===== src/rtl/fsm_data_pkg.sv =====
// rtl/fsm_data_pkg.sv - shared state encoding and default sizes for fsm_data_bank
package fsm_data_pkg;

    typedef enum logic [1:0] {
        RESET_STATE = 2'd0,
        LOAD_STATE  = 2'd1,
        HOLD_STATE  = 2'd2,
        EMIT_STATE  = 2'd3
    } state_t;

    localparam int DEF_WIDTH    = 4;
    localparam int DEF_CHANNELS = 4;

endpackage


===== src/rtl/fsm_data_bank_if.sv =====
// rtl/fsm_data_bank_if.sv - load/emit handshake bundle; DO_PAR present with FSM_DATA_BANK_PARITY_EN
interface fsm_data_bank_if
    import fsm_data_pkg::*;
#(
    parameter int WIDTH = DEF_WIDTH
);
    logic             LOAD;
    logic [WIDTH-1:0] DATA;
    logic             LOAD_READY;
    logic             START;
    logic             NOT;
    logic [WIDTH-1:0] DO;
    logic             DO_VALID;
    logic             DO_READY;
`ifdef FSM_DATA_BANK_PARITY_EN
    logic             DO_PAR;
`endif

    modport master (
        output LOAD, DATA, START, NOT, DO_READY,
        input  LOAD_READY, DO, DO_VALID
`ifdef FSM_DATA_BANK_PARITY_EN
        , input DO_PAR
`endif
    );

    modport slave (
        input  LOAD, DATA, START, NOT, DO_READY,
        output LOAD_READY, DO, DO_VALID
`ifdef FSM_DATA_BANK_PARITY_EN
        , output DO_PAR
`endif
    );

endinterface


===== src/rtl/fsm_data_bank_regs.sv =====
// rtl/fsm_data_bank_regs.sv - CHANNELS x WIDTH word bank with one write port and one read mux
module fsm_data_bank_regs #(
    parameter int WIDTH    = 4,
    parameter int CHANNELS = 4,
    parameter int PTR_W    = 3
) (
    input  logic             clk,
    input  logic             rst_n,
    input  logic             i_we,
    input  logic [PTR_W-1:0] i_waddr,
    input  logic [WIDTH-1:0] i_wdata,
    input  logic [PTR_W-1:0] i_raddr,
    output logic [WIDTH-1:0] o_rdata
);

    logic [WIDTH-1:0] r_bank [CHANNELS];

    always_ff @(posedge clk or negedge rst_n) begin
        if (!rst_n) begin
            for (int i = 0; i < CHANNELS; i++) r_bank[i] <= '0;
        end else begin
            for (int i = 0; i < CHANNELS; i++) begin
                if (i_we && (i_waddr == PTR_W'(i))) r_bank[i] <= i_wdata;
            end
        end
    end

    // Addresses at or beyond CHANNELS (one past the last word) read as zero.
    always_comb begin
        o_rdata = '0;
        for (int i = 0; i < CHANNELS; i++) begin
            if (i_raddr == PTR_W'(i)) o_rdata = r_bank[i];
        end
    end

endmodule


===== src/rtl/fsm_data_bank.sv =====
// rtl/fsm_data_bank.sv - load words into a bank, emit them in order (optionally inverted); FSM_DATA_BANK_PARITY_EN adds DO_PAR
module fsm_data_bank
    import fsm_data_pkg::*;
#(
    parameter int   WIDTH    = DEF_WIDTH,
    parameter int   CHANNELS = DEF_CHANNELS,
    localparam int  PTR_W    = $clog2(CHANNELS + 1)
) (
    input  logic             clk,
    input  logic             RESTART_N,
    input  logic             ABORT,
    fsm_data_bank_if.slave   bus,
    output logic [1:0]       p_state,
    output logic [PTR_W-1:0] COUNT
);

    state_t           r_state;
    state_t           w_next;
    logic [PTR_W-1:0] r_count;
    logic [PTR_W-1:0] r_rd_ptr;
    logic             r_inv;
    logic [WIDTH-1:0] r_do;
    logic             r_do_valid;
`ifdef FSM_DATA_BANK_PARITY_EN
    logic             r_do_par;
`endif

    logic             w_load_ready;
    logic             w_wr;
    logic             w_start_acc;
    logic             w_emit_adv;
    logic             w_emit_done;
    logic [PTR_W-1:0] w_rd_next;
    logic [PTR_W-1:0] w_raddr;
    logic [WIDTH-1:0] w_rdata;
    logic [WIDTH-1:0] w_do_next;

    assign w_load_ready = ((r_state == RESET_STATE) || (r_state == LOAD_STATE)) &&
                          (r_count < PTR_W'(CHANNELS));
    assign w_wr         = bus.LOAD && w_load_ready && !ABORT;
    assign w_rd_next    = r_rd_ptr + PTR_W'(1);
    // Word 0 is read at START; during emission the mux looks one word ahead.
    assign w_raddr      = (r_state == EMIT_STATE) ? w_rd_next : '0;
    assign w_do_next    = w_rdata ^ {WIDTH{w_start_acc ? bus.NOT : r_inv}};

    fsm_data_bank_regs #(
        .WIDTH    (WIDTH),
        .CHANNELS (CHANNELS),
        .PTR_W    (PTR_W)
    ) u_regs (
        .clk     (clk),
        .rst_n   (RESTART_N),
        .i_we    (w_wr),
        .i_waddr (r_count),
        .i_wdata (bus.DATA),
        .i_raddr (w_raddr),
        .o_rdata (w_rdata)
    );

    always_ff @(posedge clk or negedge RESTART_N) begin
        if (!RESTART_N) r_state <= RESET_STATE;
        else            r_state <= w_next;
    end

    always_comb begin
        w_next      = r_state;
        w_start_acc = 1'b0;
        w_emit_adv  = 1'b0;
        w_emit_done = 1'b0;
        if (ABORT) begin
            w_next = RESET_STATE;
        end else begin
            case (r_state)
                RESET_STATE: begin
                    if (w_wr) w_next = (CHANNELS == 1) ? HOLD_STATE : LOAD_STATE;
                end
                LOAD_STATE: begin
                    if (bus.START) begin
                        w_next      = EMIT_STATE;
                        w_start_acc = 1'b1;
                    end else if (w_wr && (r_count == PTR_W'(CHANNELS - 1))) begin
                        w_next = HOLD_STATE;
                    end
                end
                HOLD_STATE: begin
                    if (bus.START) begin
                        w_next      = EMIT_STATE;
                        w_start_acc = 1'b1;
                    end
                end
                EMIT_STATE: begin
                    if (r_do_valid && bus.DO_READY) begin
                        if (w_rd_next == r_count) begin
                            w_next      = RESET_STATE;
                            w_emit_done = 1'b1;
                        end else begin
                            w_emit_adv = 1'b1;
                        end
                    end
                end
                default: w_next = RESET_STATE;
            endcase
        end
    end

    // ABORT clears occupancy and valid only; DO and the bank keep their contents.
    always_ff @(posedge clk or negedge RESTART_N) begin
        if (!RESTART_N) begin
            r_count    <= '0;
            r_rd_ptr   <= '0;
            r_inv      <= 1'b0;
            r_do       <= '0;
            r_do_valid <= 1'b0;
`ifdef FSM_DATA_BANK_PARITY_EN
            r_do_par   <= 1'b0;
`endif
        end else if (ABORT) begin
            r_count    <= '0;
            r_do_valid <= 1'b0;
        end else begin
            if (w_wr) r_count <= r_count + PTR_W'(1);
            if (w_start_acc) begin
                r_inv      <= bus.NOT;
                r_rd_ptr   <= '0;
                r_do_valid <= 1'b1;
            end
            if (w_emit_adv) r_rd_ptr <= w_rd_next;
            if (w_start_acc || w_emit_adv) begin
                r_do <= w_do_next;
`ifdef FSM_DATA_BANK_PARITY_EN
                r_do_par <= ^w_do_next;
`endif
            end
            if (w_emit_done) begin
                r_do_valid <= 1'b0;
                r_count    <= '0;
            end
        end
    end

    assign bus.LOAD_READY = w_load_ready;
    assign bus.DO         = r_do;
    assign bus.DO_VALID   = r_do_valid;
`ifdef FSM_DATA_BANK_PARITY_EN
    assign bus.DO_PAR     = r_do_par;
`endif
    assign p_state        = r_state;
    assign COUNT          = r_count;

endmodule


===== src/flat_wrapper.sv =====
// flat-port wrapper written by rule: the top's interface ports become plain ports
module fsm_data_bank_flat import fsm_data_pkg::*;
#(
    parameter int   WIDTH    = DEF_WIDTH,
    parameter int   CHANNELS = DEF_CHANNELS,
    localparam int  PTR_W    = $clog2(CHANNELS + 1)
)
  (clk, RESTART_N, ABORT, p_state, COUNT, bus_LOAD, bus_DATA, bus_START, bus_NOT, bus_DO_READY, bus_LOAD_READY, bus_DO, bus_DO_VALID);
  fsm_data_bank_if #(.WIDTH(WIDTH)) bus_i ();
  input  logic clk;
  input  logic RESTART_N;
  input  logic ABORT;
  output logic [1:0] p_state;
  output logic [PTR_W-1:0] COUNT;
  input wire logic [$bits(bus_i.LOAD)-1:0] bus_LOAD;
  input wire logic [$bits(bus_i.DATA)-1:0] bus_DATA;
  input wire logic [$bits(bus_i.START)-1:0] bus_START;
  input wire logic [$bits(bus_i.NOT)-1:0] bus_NOT;
  input wire logic [$bits(bus_i.DO_READY)-1:0] bus_DO_READY;
  output wire logic [$bits(bus_i.LOAD_READY)-1:0] bus_LOAD_READY;
  output wire logic [$bits(bus_i.DO)-1:0] bus_DO;
  output wire logic [$bits(bus_i.DO_VALID)-1:0] bus_DO_VALID;
  assign bus_i.LOAD = bus_LOAD;
  assign bus_i.DATA = bus_DATA;
  assign bus_i.START = bus_START;
  assign bus_i.NOT = bus_NOT;
  assign bus_i.DO_READY = bus_DO_READY;
  assign bus_LOAD_READY = bus_i.LOAD_READY;
  assign bus_DO = bus_i.DO;
  assign bus_DO_VALID = bus_i.DO_VALID;
  fsm_data_bank #(.WIDTH(WIDTH), .CHANNELS(CHANNELS)) u_core (.clk(clk), .RESTART_N(RESTART_N), .ABORT(ABORT), .bus(bus_i), .p_state(p_state), .COUNT(COUNT));
endmodule

===== config.mk =====
export PLATFORM = sky130hd
export DESIGN_NAME = fsm_data_bank_flat
export DESIGN_NICKNAME = d
export VERILOG_FILES = /design/src/rtl/fsm_data_pkg.sv /design/src/rtl/fsm_data_bank_if.sv /design/src/rtl/fsm_data_bank_regs.sv /design/src/rtl/fsm_data_bank.sv /design/src/flat_wrapper.sv
export SDC_FILE = /design/constraint.sdc
export NUM_CORES = 1
export LEC_CHECK = 0
export BUFFER_PORTS_ARGS = -buffer_cell sky130_fd_sc_hd__buf_2
export CELL_PAD_IN_SITES_DETAIL_PLACEMENT = 1
export CELL_PAD_IN_SITES_GLOBAL_PLACEMENT = 2
export CORE_MARGIN = 2
export CORE_UTILIZATION = 28
export DETAILED_ROUTE_END_ITERATION = 16
export PLACE_DENSITY = 0.65
export REMOVE_ABC_BUFFERS = 1
export SLEW_MARGIN = 20
export SYNTH_ARGS = -nofsm -noshare
export SYNTH_HDL_FRONTEND = slang
export SYNTH_SLANG_ARGS = --single-unit

===== constraint.sdc =====
create_clock -name clk -period 2.24 [get_ports clk]
set_input_delay 0 -clock clk [delete_from_list [all_inputs] [get_ports clk]]
set_output_delay 0 -clock clk [all_outputs]
set_load 0.01 [all_outputs]

Word-level counts from Yosys, hierarchy flattened
Cells that the tools add are included.
{"block": "totals", "register_bits": 30, "inputBits": 11, "output_inout_bits": 11, "word_cells": 84}
{"block": "classes", "add_sub_neg": 2, "magnitude_cmp": 1, "n_eq_ne": 15, "muxes": 33, "bitwise_logic": 2, "n_reduce_logical": 21}
{"op": "3-bit 2-to-1 mux", "n": 6}
{"op": "4-bit 2-to-1 mux", "n": 4}
{"op": "1-bit 2-to-1 mux", "n": 15}
{"op": "2-bit 2-to-1 mux", "n": 7}
{"op": "3-bit by 2-bit equality test with 1-bit output, second input constant", "n": 4}
{"op": "3-bit != test, second input constant", "n": 4}
{"op": "1-bit logical AND", "n": 8}
{"op": "2-bit case mux with 4 select lines", "n": 1}
{"op": "3-bit by 1-bit adder with 3-bit output, second input constant", "n": 2}
{"op": "3-bit by 1-bit equality test with 1-bit output, second input constant", "n": 2}
{"op": "3-bit logical NOT", "n": 2}
{"op": "3-bit nonzero test", "n": 2}
{"op": "5-bit AND reduction", "n": 1}
{"op": "2-bit equality test, second input constant", "n": 2}
{"op": "4-bit != test, second input constant", "n": 1}
{"op": "2-bit AND reduction", "n": 2}
{"op": "4-bit bitwise XOR", "n": 1}
{"op": "3-bit equality test", "n": 1}
{"op": "3-bit less-than comparator, second input constant", "n": 1}
{"op": "2-bit by 1-bit equality test with 1-bit output, second input constant", "n": 1}
{"op": "2-bit logical NOT", "n": 1}
{"op": "1-bit logical OR", "n": 2}
{"op": "2-bit nonzero test", "n": 1}
{"op": "2-bit OR reduction", "n": 1}
{"op": "2 further kinds", "n": 2}

Logic depth before layout (Yosys ltp)
Gate-level depths: netlist of the first run.
{"block": "logic_depth", "ltp_word": 10, "mapped_depth": 8, "mapped_depth_nobuf": 7}

Hierarchy
A second synthesis of the first run with hierarchy kept.
{"block": "hier_totals", "cells_unflattened": 130, "area_unflattened_um2": 1710.4}
{"mod": "fsm_data_bank", "n_inst": 1, "cells_per_inst": 86, "area_per_inst_um2": 949.7, "seq_area_each_um2": 350.3}
{"mod": "fsm_data_bank_regs", "n_inst": 1, "cells_per_inst": 44, "area_per_inst_um2": 760.7, "seq_area_each_um2": 400.4}

Worst setup path after synthesis of the first run
Ideal clock, no wire load.
{"block": "synth_path", "kind": "reg-to-reg", "startpoint": "reg u_core.r_rd_ptr[0]", "endpoint": "reg u_core.r_do[0] (netlist: u_core.bus.DO[0])", "setup_time_ns": 0.122, "t_arrival_ns": 1.819, "t_required_ns": 2.118, "slack_ns": 0.298, "stages_incl_launch_ff": 8, "n_path_buf": 1, "synth_period_minus_slack_ns": 1.942, "path_cell_list": "dfrtp_1 -> ha_1 -> xor3_2 -> o31ai_2 -> and2_1 -> buf_4 -> a31o_2 -> o21ai_1"}
{"block": "synth_via", "elab_chain_len": 8, "elab_cells_between_ends": 18, "classes_between": "add/sub (1); eq/ne (4); mux (9); bitwise (1); reduce/logical (3)"}
{"element": "from (decl)", "line": "fsm_data_bank.sv:20", "rtl": "logic [PTR_W-1:0] r_rd_ptr;"}
{"element": "from (signal assigned)", "line": "fsm_data_bank.sv:127", "rtl": "if (w_emit_adv) r_rd_ptr <= w_rd_next;"}
{"element": "3-bit by 1-bit adder with 3-bit output (*)", "line": "fsm_data_bank.sv:41", "rtl": "assign w_rd_next = r_rd_ptr + PTR_W'(1);"}
{"element": "3-bit 2-to-1 mux / 3-bit equality test (equally long branches)", "line": "fsm_data_bank.sv:43, fsm_data_bank.sv:93"}
{"element": "3-bit logical NOT / 1-bit 2-to-1 mux (equally long branches)", "line": "fsm_data_bank_regs.sv:32, fsm_data_bank.sv:93"}
{"element": "4-bit 2-to-1 mux / 1-bit 2-to-1 mux (equally long branches)", "line": "fsm_data_bank_regs.sv:32, fsm_data_bank.sv:92"}
{"element": "4-bit 2-to-1 mux / 1-bit 2-to-1 mux (equally long branches)", "line": "fsm_data_bank_regs.sv:32, fsm_data_bank.sv:73"}
{"element": "4-bit 2-to-1 mux / 1-bit 2-to-1 mux (equally long branches)", "line": "fsm_data_bank_regs.sv:32, fsm_data_bank.sv:70"}
{"element": "4-bit 2-to-1 mux / 1-bit logical OR (equally long branches)", "line": "fsm_data_bank_regs.sv:32, fsm_data_bank.sv:128"}
{"element": "4-bit bitwise XOR / 2-bit AND reduction (equally long branches)"}
{"element": "to (signal assigned)", "line": "fsm_data_bank.sv:129", "rtl": "r_do <= w_do_next;"}
{"element": "to (decl)", "line": "fsm_data_bank.sv:22", "rtl": "logic [WIDTH-1:0] r_do;"}
Mark *: on every way between the ends. The rest lies on a longest branch, timed or not.
A chain may end at the register's enable or synchronous reset.

Final worst setup path of the first run
{"block": "layout_path", "startpoint": "reg u_core.r_rd_ptr[0]", "endpoint": "reg u_core.r_do[2] (netlist: u_core.bus.DO[2])"}
The elaborated chain is that of the path after synthesis.

==> metrics, run 1 <==
GRT Overall Usage=0.136; R2R setup slack=approximately 0.15 ns; Final Cell Area=2030 µm²; Final setup viols=0; Post-Synthesis Cells=~160; VDD IR-drop max=0.000294 V; crit path max fanout=10; Flop pwr share=0.400; cts bufs inserted=5; # DRC=0; Top FF cell, synth=dfrtp_1; antenna cells=0; PwrDens=approximately 1100 nW/µm²; DPL Wire Length=3.19 mm; max-slew violations=0; placed cell areas=1880 µm²; PortBufs=21; async set-reset flop share out of synthesis=1.00; dpl ws=0.0402 ns; antenna-violating nets left=0; routed vias/inst=4.78; Initial Util=0.287; Mean Syn Cell Area=10.8 µm²; initial antenna violation count=0; P_sw=867 µW; Synth top area share=0.447; Hold Path Depth=2; RD Place Congestion=0.730; footprint of the multi-input gates=887 µm²; CTS tree=yes; maximum clock insertion buffer count=2; Area contributors post-synth=dfrtp_1 (45%), mux2_2 (11%), ha_1 (8.9%); Worst setup SP type=flip-flop; share of layout cells above drive strength 1=0.307; R2R cell count=6; WP data arrival=2.27 ns; status=finished, final reports clean; CP endpoint kind=flip-flop; first-pass GRT wire length=6.63 mm; WP data required=2.42 ns; crit share post-route=0.932; Initial DRT Pass Iterations=4; area grow syn2layout=21.0%; EDFF count, synth=0; # nets final=roughly 210; Yosys warnings=0; Sw Ratio=0.380; global route overflow=0; max cap viols=0; Core Rows=28; Pint=1.42 mW; fin crit period=2.09 ns; die height=between 80 and 90 µm; Starting DRT DRC Count=34; Root Buffer=clkbuf_8; clock share of power=0.207; Synth area leader=dfrtp_1; CTS Sinks=30; detailed-route via count=between 1000 and 1500; H-tree Lvls=2; largest net degree at the start of global routing=31; Rel. slew slack=0.530; Chip Width=81.4 µm; Reg clk slew, reported paths=about 0.07 ns; Fillers=646; Slew @ Worst Pin=0.705 ns; logic gate share of total power=0.393; number of global-route vias before repair=about 1300; Setup CP Type=flip-flop to flip-flop; Hold Crit Class=input pin to flip-flop; final WL=4.09 mm; I/O pins=22; final hold viol count=0; die area=6630 µm²; leakage=0.956 nW; Clock Latency Late Sink=0.29 ns; Wirelength per Cell=approximately 16 µm; mapped cell area=about 1700 µm²; synth unique cells=35; FF+latch count, synth=30; FF+latch area=between 700 and 800 µm²; Max Freq=around 480 MHz; sequential share of the synthesized area=0.447; area of the core=5850 µm²; final setup margin=~0.15 ns; Layout Skew=0.00756 ns
==> cells by family after synthesis <==
kind of cell / synth area share
simple gates: 0.122
xor+xnor: 0.0358
fa+ha+maj: 0.0895
flops: 0.447
buf+inv: 0.0246
compound gates: 0.161
mux: 0.120
==> critical path: stages (launching register included) <==
cell and delay [ns]:
dfrtp_1 0.38, ha_1 0.21, xor3_2 0.43, o31ai_2 0.44, and2_2 0.33, a31o_1 0.13
o21ai_1 0.06
==> final cells by class <==
class	count	area share
clock inverters	2	0.00616
repair buffers	29	0.0875
inverters	7	0.0129
multi-input cells	115	0.437
clock buffers	6	0.0407
well taps	75	0.0462
flip-flops and latches	30	0.370
==> metal layers <==
layer  vias to the layer above  share of wire  GRT usage  routed length, µm
met2                        13           0.48      0.217               1960
met1                       617           0.48      0.175               1950
li1                        624              -          -                  -
met3                         7          0.025     0.0330                104
met4                         0          0.019     0.0559                 79
met5                         -              0          0                  0
==> cells in the mapped netlist, types with 2 or more instances <==
library cell	instances
xnor2_1	3
nand2_1	17
ha_1	12
o21ai_0	3
dfrtp_1	30
nand3_1	11
a2bb2oi_1	4
nor2_1	8
mux2_2	17
a31o_2	3
clkbuf_1	2
o21ai_1	6
a21oi_1	7
o31ai_1	4
inv_1	7
nor2b_1	2
==> power groups by stage <==
stage / sequential [mW] / combinational (mW) / clock [mW]
after floorplan: 0.901 / 0.615 / 0
after global placement: 0.911 / 0.871 / 0
after detailed placement: 0.926 / 0.901 / 0
after CTS: 0.917 / 0.912 / 0.486
after global routing: 0.945 / 1.01 / 0.505
final: 0.912 / 0.898 / 0.473
==> timing repair <==
item                       CTS  global route
hold endpoints to repair    41             0
buffers inserted             0             0
hold buffers                 5             0
gates resized for setup      0             1
setup endpoints to repair    0             6
==> sequential cells by signal (all words and copies together) (netlist names) <==
signal                count
u_core.bus.DO_VALID       1
u_core.bus.DO             4
u_core.r_rd_ptr           3
u_core.u_regs.r_bank     16
u_core.r_inv              1
u_core.p_state            2
u_core.COUNT              3
==> per-stage QoR <==
stage | hold WS, ns | std cells | power, mW | utilization | setup TNS [ns]
floorplan | -0.296 | 152 | 1.52 | - | 0
global placement | 0.0685 | 251 | 1.78 | 0.322 | 0
detailed placement | 0.0923 | 251 | 1.83 | 0.322 | 0
CTS | 0.00108 | 264 | 2.32 | 0.347 | 0
global route | 0.0120 | 264 | 2.46 | 0.347 | -0.00818
finish | 0.00270 | 264 | 2.28 | 0.347 | 0
==> cell usage in the layout, fill, tap and decap left out, types with 2 or more instances in the layout <==
cell and count:
nand2_1 17, buf_4 3, dlygate4sd3_1 5, dfrtp_1 30, nor2_1 8, nor2b_1 2, a2bb2oi_1 4, xnor2_1 3
a21oi_1 7, ha_1 12, o21ai_0 3, inv_1 7, mux2_2 17, clkbuf_8 6, a31o_2 3, nand3_1 11
o31ai_1 4, buf_2 21, o21ai_1 6
==> final timing paths <==
check / from / to
min reg2reg: u_core.bus.DO[1] / u_core.bus.DO[1]
max in group asynchronous: RESTART_N / u_core.COUNT[2]
max reg2reg: u_core.r_rd_ptr[0] / u_core.bus.DO[2]
min in group asynchronous: RESTART_N / u_core.bus.DO[1]
max: u_core.r_rd_ptr[0] / u_core.bus.DO[2]
min: bus_DATA[1] / u_core.u_regs.r_bank[5]
Power figures use the tool's default switching activity.
==> run 2, diff against run 1 <==
- CAP_MARGIN: not set -> 20
- GPL_TIMING_DRIVEN: not set -> 0
- RECOVER_POWER: not set -> 50
==> run 2 against run 1 <==
The flow now finishes with violations (max-capacitance violations, max-slew violations). Die area unchanged. Largest cell class unchanged. Routed wire length rose by 0.54%. Utilization increased by 0.32 points. Register-to-register slack got worse by 0.02 ns. Cell count shrank 0.38%. Sequential share of layout area fell by 0.28 points.
==> metrics, run 2 (same netlist as run 1, synthesis figures left out) <==
status=finished, violations left; failing checks=max-capacitance violations, max-slew violations; max-slew violations=31 (+31); CTS Sinks=30 (unchanged); Root Buffer=clkbuf_8; Final setup viols=0 (unchanged); placed cell areas=1860 µm² (-1.2%); Max Freq=475 MHz (-0.74%); CP endpoint kind=flip-flop; FF+latch area=752 µm² (+0.17%); Slew @ Worst Pin=1.66 ns (+0.958 ns); DPL Wire Length=3.20 mm (+0.13%); Chip Width=81.4 µm (unchanged); setup TNS=0 ns (unchanged); max cap viols=1 (+1); PortBufs=21 (unchanged); crit path max fanout=4 (-6); VDD IR-drop max=0.000292 V (-0.89%); detailed-route via count=1287 (+2.1%); routed vias/inst=4.89 (+2.4%); cts bufs inserted=5 (unchanged); Wirelength per Cell=15.7 µm (+0.92%); Clock Latency Late Sink=0.28 ns (about the same); die height=81.4 µm (unchanged); R2R setup slack=0.14 ns (-0.02 ns); PwrDens=1160 nW/µm² (+2.8%); die area=6630 µm² (unchanged); Worst setup SP type=flip-flop; share of layout cells above drive strength 1=0.277 (-0.0303); final WL=4.12 mm (+0.54%); max FFs per register=16 (unchanged); initial antenna violation count=0 (unchanged); Rel. slew slack=-0.109 (-0.639); fin crit period=2.10 ns (+0.0155 ns); CP Capture Point=u_core.p_state[0]; largest net degree at the start of global routing=31 (unchanged); crit share post-route=0.939 (+0.00692); antenna cells=0 (unchanged); I/O pins=22 (unchanged); Layout Skew=0.00460 ns (-0.00296 ns); global route overflow=0 (unchanged); Final Cell Area=2050 µm² (+0.92%); Initial Util=0.287 (unchanged); final hold viol count=0 (unchanged); antenna-violating nets left=0 (unchanged); Initial DRT Pass Iterations=4 (unchanged); Setup CP Type=flip-flop to flip-flop; Hold Crit Class=input pin to flip-flop; Fillers=647 (+0.15%); RD Place Congestion=0.721 (-1.2%); R2R cell count=6 (unchanged); first-pass GRT wire length=6.89 mm (+4.0%); Reg clk slew, reported paths=0.07 ns (about the same); RSZ-0062 raised after global routing=no; WP data arrival=2.29 ns (+0.02 ns); Util after Layout=0.350 (+0.00321); most frequent cells in the layout=dfrtp_1 (29), nand2_1 (17), mux2_2 (17), buf_2 (15); GRT Overall Usage=0.139 (+0.00305); number of global-route vias before repair=1406 (+7.3%); Starting DRT DRC Count=32 (-5.9%); H-tree Lvls=2 (unchanged); maximum clock insertion buffer count=2 (unchanged); Worst setup startpoint=u_core.r_rd_ptr[1]; # DRC=0 (unchanged); # nets final=210 (-0.47%); area grow syn2layout=22.1%; reg2reg end=u_core.p_state[0]; leading cell type in the layout, fill and taps excluded=dfrtp_1; largest reg by FF count=u_core.u_regs.r_bank; WP data required=2.43 ns (about the same); Core Rows=28 (unchanged); leakage=0.930 nW (-2.8%); area of the core=5850 µm² (unchanged); total power=2.37 mW (+3.7%); footprint of the multi-input gates=898 µm² (+1.3%); hold slack=0.00780 ns (+0.00510 ns); reg2reg start=u_core.r_rd_ptr[1]; CTS tree=yes
run 2: power breakdown:
part | internal [mW] | switching (mW) | total (mW)
clock network | 0.331 | 0.221 | 0.551
registers | 0.748 | 0.166 | 0.914
logic | 0.414 | 0.488 | 0.902
run 2: final cells by class:
class / count / share of cell area
well taps: 75 / 0.0458
multi-input cells: 115 / 0.438
repair buffers: 28 / 0.0806
clock buffers: 5 / 0.0336
inverters: 7 / 0.0128
clock inverters: 3 / 0.0220
flip-flops and latches: 30 / 0.367
run 2: how the worst min path moves through the flow:
stage / depth (start not counted) / from / endpoint / slack [ns]
final: 3 / bus_LOAD / u_core.COUNT[1] / 0.008
after detailed placement: 1 / RESTART_N / u_core.r_inv / 0.09
after CTS: 3 / bus_LOAD / u_core.COUNT[1] / 0.003
after global routing: 3 / bus_LOAD / u_core.COUNT[1] / 0.02
after global placement: 1 / RESTART_N / u_core.r_rd_ptr[2] / 0.07
after floorplan: 0 / RESTART_N / u_core.COUNT[0] / -0.30
run 2: repair_timing:
action / CTS / global route
hold endpoints to repair: 45 / 0
setup endpoints to repair: 8 / 0
setup buffers: 1 / 0
hold buffers: 6 / 0
resized for setup: 4 / 0
run 2: critical path: stages, from the launching register on:
cell	delay, ns
dfrtp_1	0.36
ha_2	0.22
xor3_2	0.50
o41ai_2	0.34
o211a_1	0.27
o21ai_1	0.10
a221oi_2	0.23
run 2: through the flow:
stage,std cells,setup slack (ns)
floorplan,152,0.0842
global placement,248,-0.166
detailed placement,248,-0.296
CTS,263,0.105
global route,263,0.0266
finish,263,0.136
run 2: per-layer routing:
layer,wire (µm),global-route usage
met1,1720,0.150
met5,0,0
met2,2240,0.263
met3,114,0.0363
met4,44,0.0390
==> run 3, diff against run 2 <==
- RECOVER_POWER: 50 -> 100
- REMOVE_ABC_BUFFERS: 1 -> not set
==> run 3 against run 2 <==
The run still ends with max-capacitance violations, max-slew violations left. Non-clock buffer count increased by 1. Clock skew decreased by 0.0012 ns. Clock power increased by 25%. Sequential power about the same. Setup slack improved by 0.0069 ns. Count of clock-buffer cells in the layout increased by 1. Flip-flop and latch count unchanged. Worst hold slack improved by 0.0081 ns. Maximum frequency increased by 0.33%. Critical endpoint is now u_core.bus.DO[3]. Largest power group unchanged.
==> metrics, run 3 (same netlist as run 1, synthesis figures left out) <==
status=finished, violations left; failing checks=max-capacitance violations, max-slew violations; PortBufs=21 (unchanged); WP data arrival=2.31 ns (+0.02 ns); cts bufs inserted=5 (unchanged); RD Place Congestion=0.724 (+0.35%); first-pass GRT wire length=6.78 mm (-1.7%); DPL Wire Length=3.09 mm (-3.4%); H-tree Lvls=2 (unchanged); share of layout cells above drive strength 1=0.228 (-0.0491); Setup CP Type=flip-flop to flip-flop; crit share post-route=0.936 (-0.00308); VDD IR-drop max=0.000526 V (+80%); max-slew violations=31 (unchanged); Final Cell Area=2070 µm² (+1.0%); fin crit period=2.10 ns (-0.00690 ns); Post-Syn Nets=178; dpl ws=0.0964 ns (+0.393 ns); highest routed metal layer=met4; Rel. slew slack=-0.132 (-0.0232); WP data required=2.45 ns (+0.02 ns); Clock Latency Late Sink=0.29 ns (about the same); placed cell areas=1880 µm² (+0.81%); crit path max fanout=10 (+6); area grow syn2layout=23.4%; Worst setup SP type=flip-flop; leading cell type in the layout, fill and taps excluded=dfrtp_1; largest reg by FF count=u_core.u_regs.r_bank; Met2 Routed Length=1.94 mm (-13%); Wirelength per Cell=15.3 µm (-2.0%); antenna cells=0 (unchanged); WL met1=1.89 mm (+9.9%); CTS Sinks=30 (unchanged); Hold Crit Class=input pin to flip-flop; Initial DRT Pass Iterations=4 (unchanged); GRT Overall Usage=0.139 (+0.000473); Reg clk slew, reported paths=0.06 ns (about the same); post-CTS setup buffers=0 (-1); die area=6630 µm² (unchanged); most frequent cells in the layout=dfrtp_1 (30), nand2_1 (17), mux2_2 (16), clkbuf_1 (12); Met3 Routed Length=131 µm (+15%); Max Freq=477 MHz (+0.33%); max FFs per register=16 (unchanged); routed vias/inst=4.77 (-2.5%); Initial Util=0.287 (unchanged); Final setup viols=0 (unchanged); total power=2.48 mW (+4.9%); maximum clock insertion buffer count=2 (unchanged); global route overflow=0 (unchanged); max cap viols=1 (unchanged); final WL=4.05 mm (-1.7%); largest net degree at the start of global routing=31 (unchanged); final setup margin=0.143 ns (+0.00690 ns); # nets final=211 (+0.48%); final hold viol count=0 (unchanged); die height=81.4 µm (unchanged); antenna-violating nets left=0 (unchanged); Hold Path Depth=3 (unchanged); Root Buffer=clkbuf_8; area of the core=5850 µm² (unchanged); RSZ-0062 raised after global routing=no; leakage=0.934 nW (+0.42%); Starting DRT DRC Count=64 (+100%); CTS tree=yes; initial antenna violation count=0 (unchanged); setup TNS=0 ns (unchanged); detailed-route via count=1259 (-2.2%); Layout Skew=0.00338 ns (-0.00122 ns); number of global-route vias before repair=1339 (-4.8%); Core Rows=28 (unchanged); Slew @ Worst Pin=1.70 ns (+0.0348 ns); R2R cell count=7 (+1); I/O pins=22 (unchanged); Chip Width=81.4 µm (unchanged); PwrDens=1200 nW/µm² (+3.8%); CP endpoint kind=flip-flop; # DRC=0 (unchanged)
run 3: changes by cell type in the layout (fill, tap and decap cells not counted), moves of 2 or more:
cell        delta
o21ai_0        +2
clkinvlp_4     -2
buf_2          -5
o21ai_1        -2
clkbuf_1       +6
run 3: final timing paths:
path	startpoint	endpoint	slack (ns)
max in group asynchronous	RESTART_N	u_core.COUNT[0]	0.56
max	u_core.p_state[1]	u_core.bus.DO[3]	0.14
min in group asynchronous	RESTART_N	u_core.r_rd_ptr[1]	0.70
max reg2reg	u_core.p_state[1]	u_core.bus.DO[3]	0.14
min	bus_LOAD	u_core.COUNT[1]	0.02
min reg2reg	u_core.bus.DO[3]	u_core.bus.DO[3]	0.48
run 3: where the power goes:
part / internal [mW] / switching, mW / total, mW
Combinational: 0.397 / 0.484 / 0.881
Sequential: 0.748 / 0.167 / 0.915
Clock: 0.474 / 0.214 / 0.688
run 3: cell type report:
| cell class | instances | area, µm² |
|---|---|---|
| fill | 663 | 3780 |
| multi-input combinational | 115 | 897 |
| sequential | 30 | 751 |
| timing repair buffer | 27 | 151 |
| tap | 75 | 93.8 |
| clock buffer | 6 | 82.6 |
| clock inverter | 2 | 60.1 |
| inverter | 7 | 26.3 |
| buffer | 2 | 8.76 |
run 3: what timing repair did:
action	CTS	global route
resized for setup	0	2
hold endpoints to repair	44	0
hold buffers	6	0
setup endpoints to repair	0	6
run 3: layer usage:
metal | GRT usage | vias to the layer above
met5 | 0 | -
met4 | 0.0542 | 0
met3 | 0.0462 | 8
met2 | 0.232 | 15
met1 | 0.165 | 615
li1 | - | 621
run 3: stage by stage:
stage | utilization | hold slack [ns] | instances
after floorplan | - | -0.296 | 155
after global placement | 0.321 | 0.0618 | 251
after detailed placement | 0.321 | 0.0827 | 251
after CTS | 0.355 | 0.0142 | 265
after global routing | 0.354 | 0.0249 | 264
final | 0.354 | 0.0158 | 264
run 3: critical path, cell delays in order, from the launching register on:
cell and delay (ns):
dfrtp_1 0.48, ha_1 0.42, and4b_1 0.31, o31ai_4 0.11, and2_1 0.17, clkbuf_2 0.17, a31o_2 0.24, o21ai_0 0.13
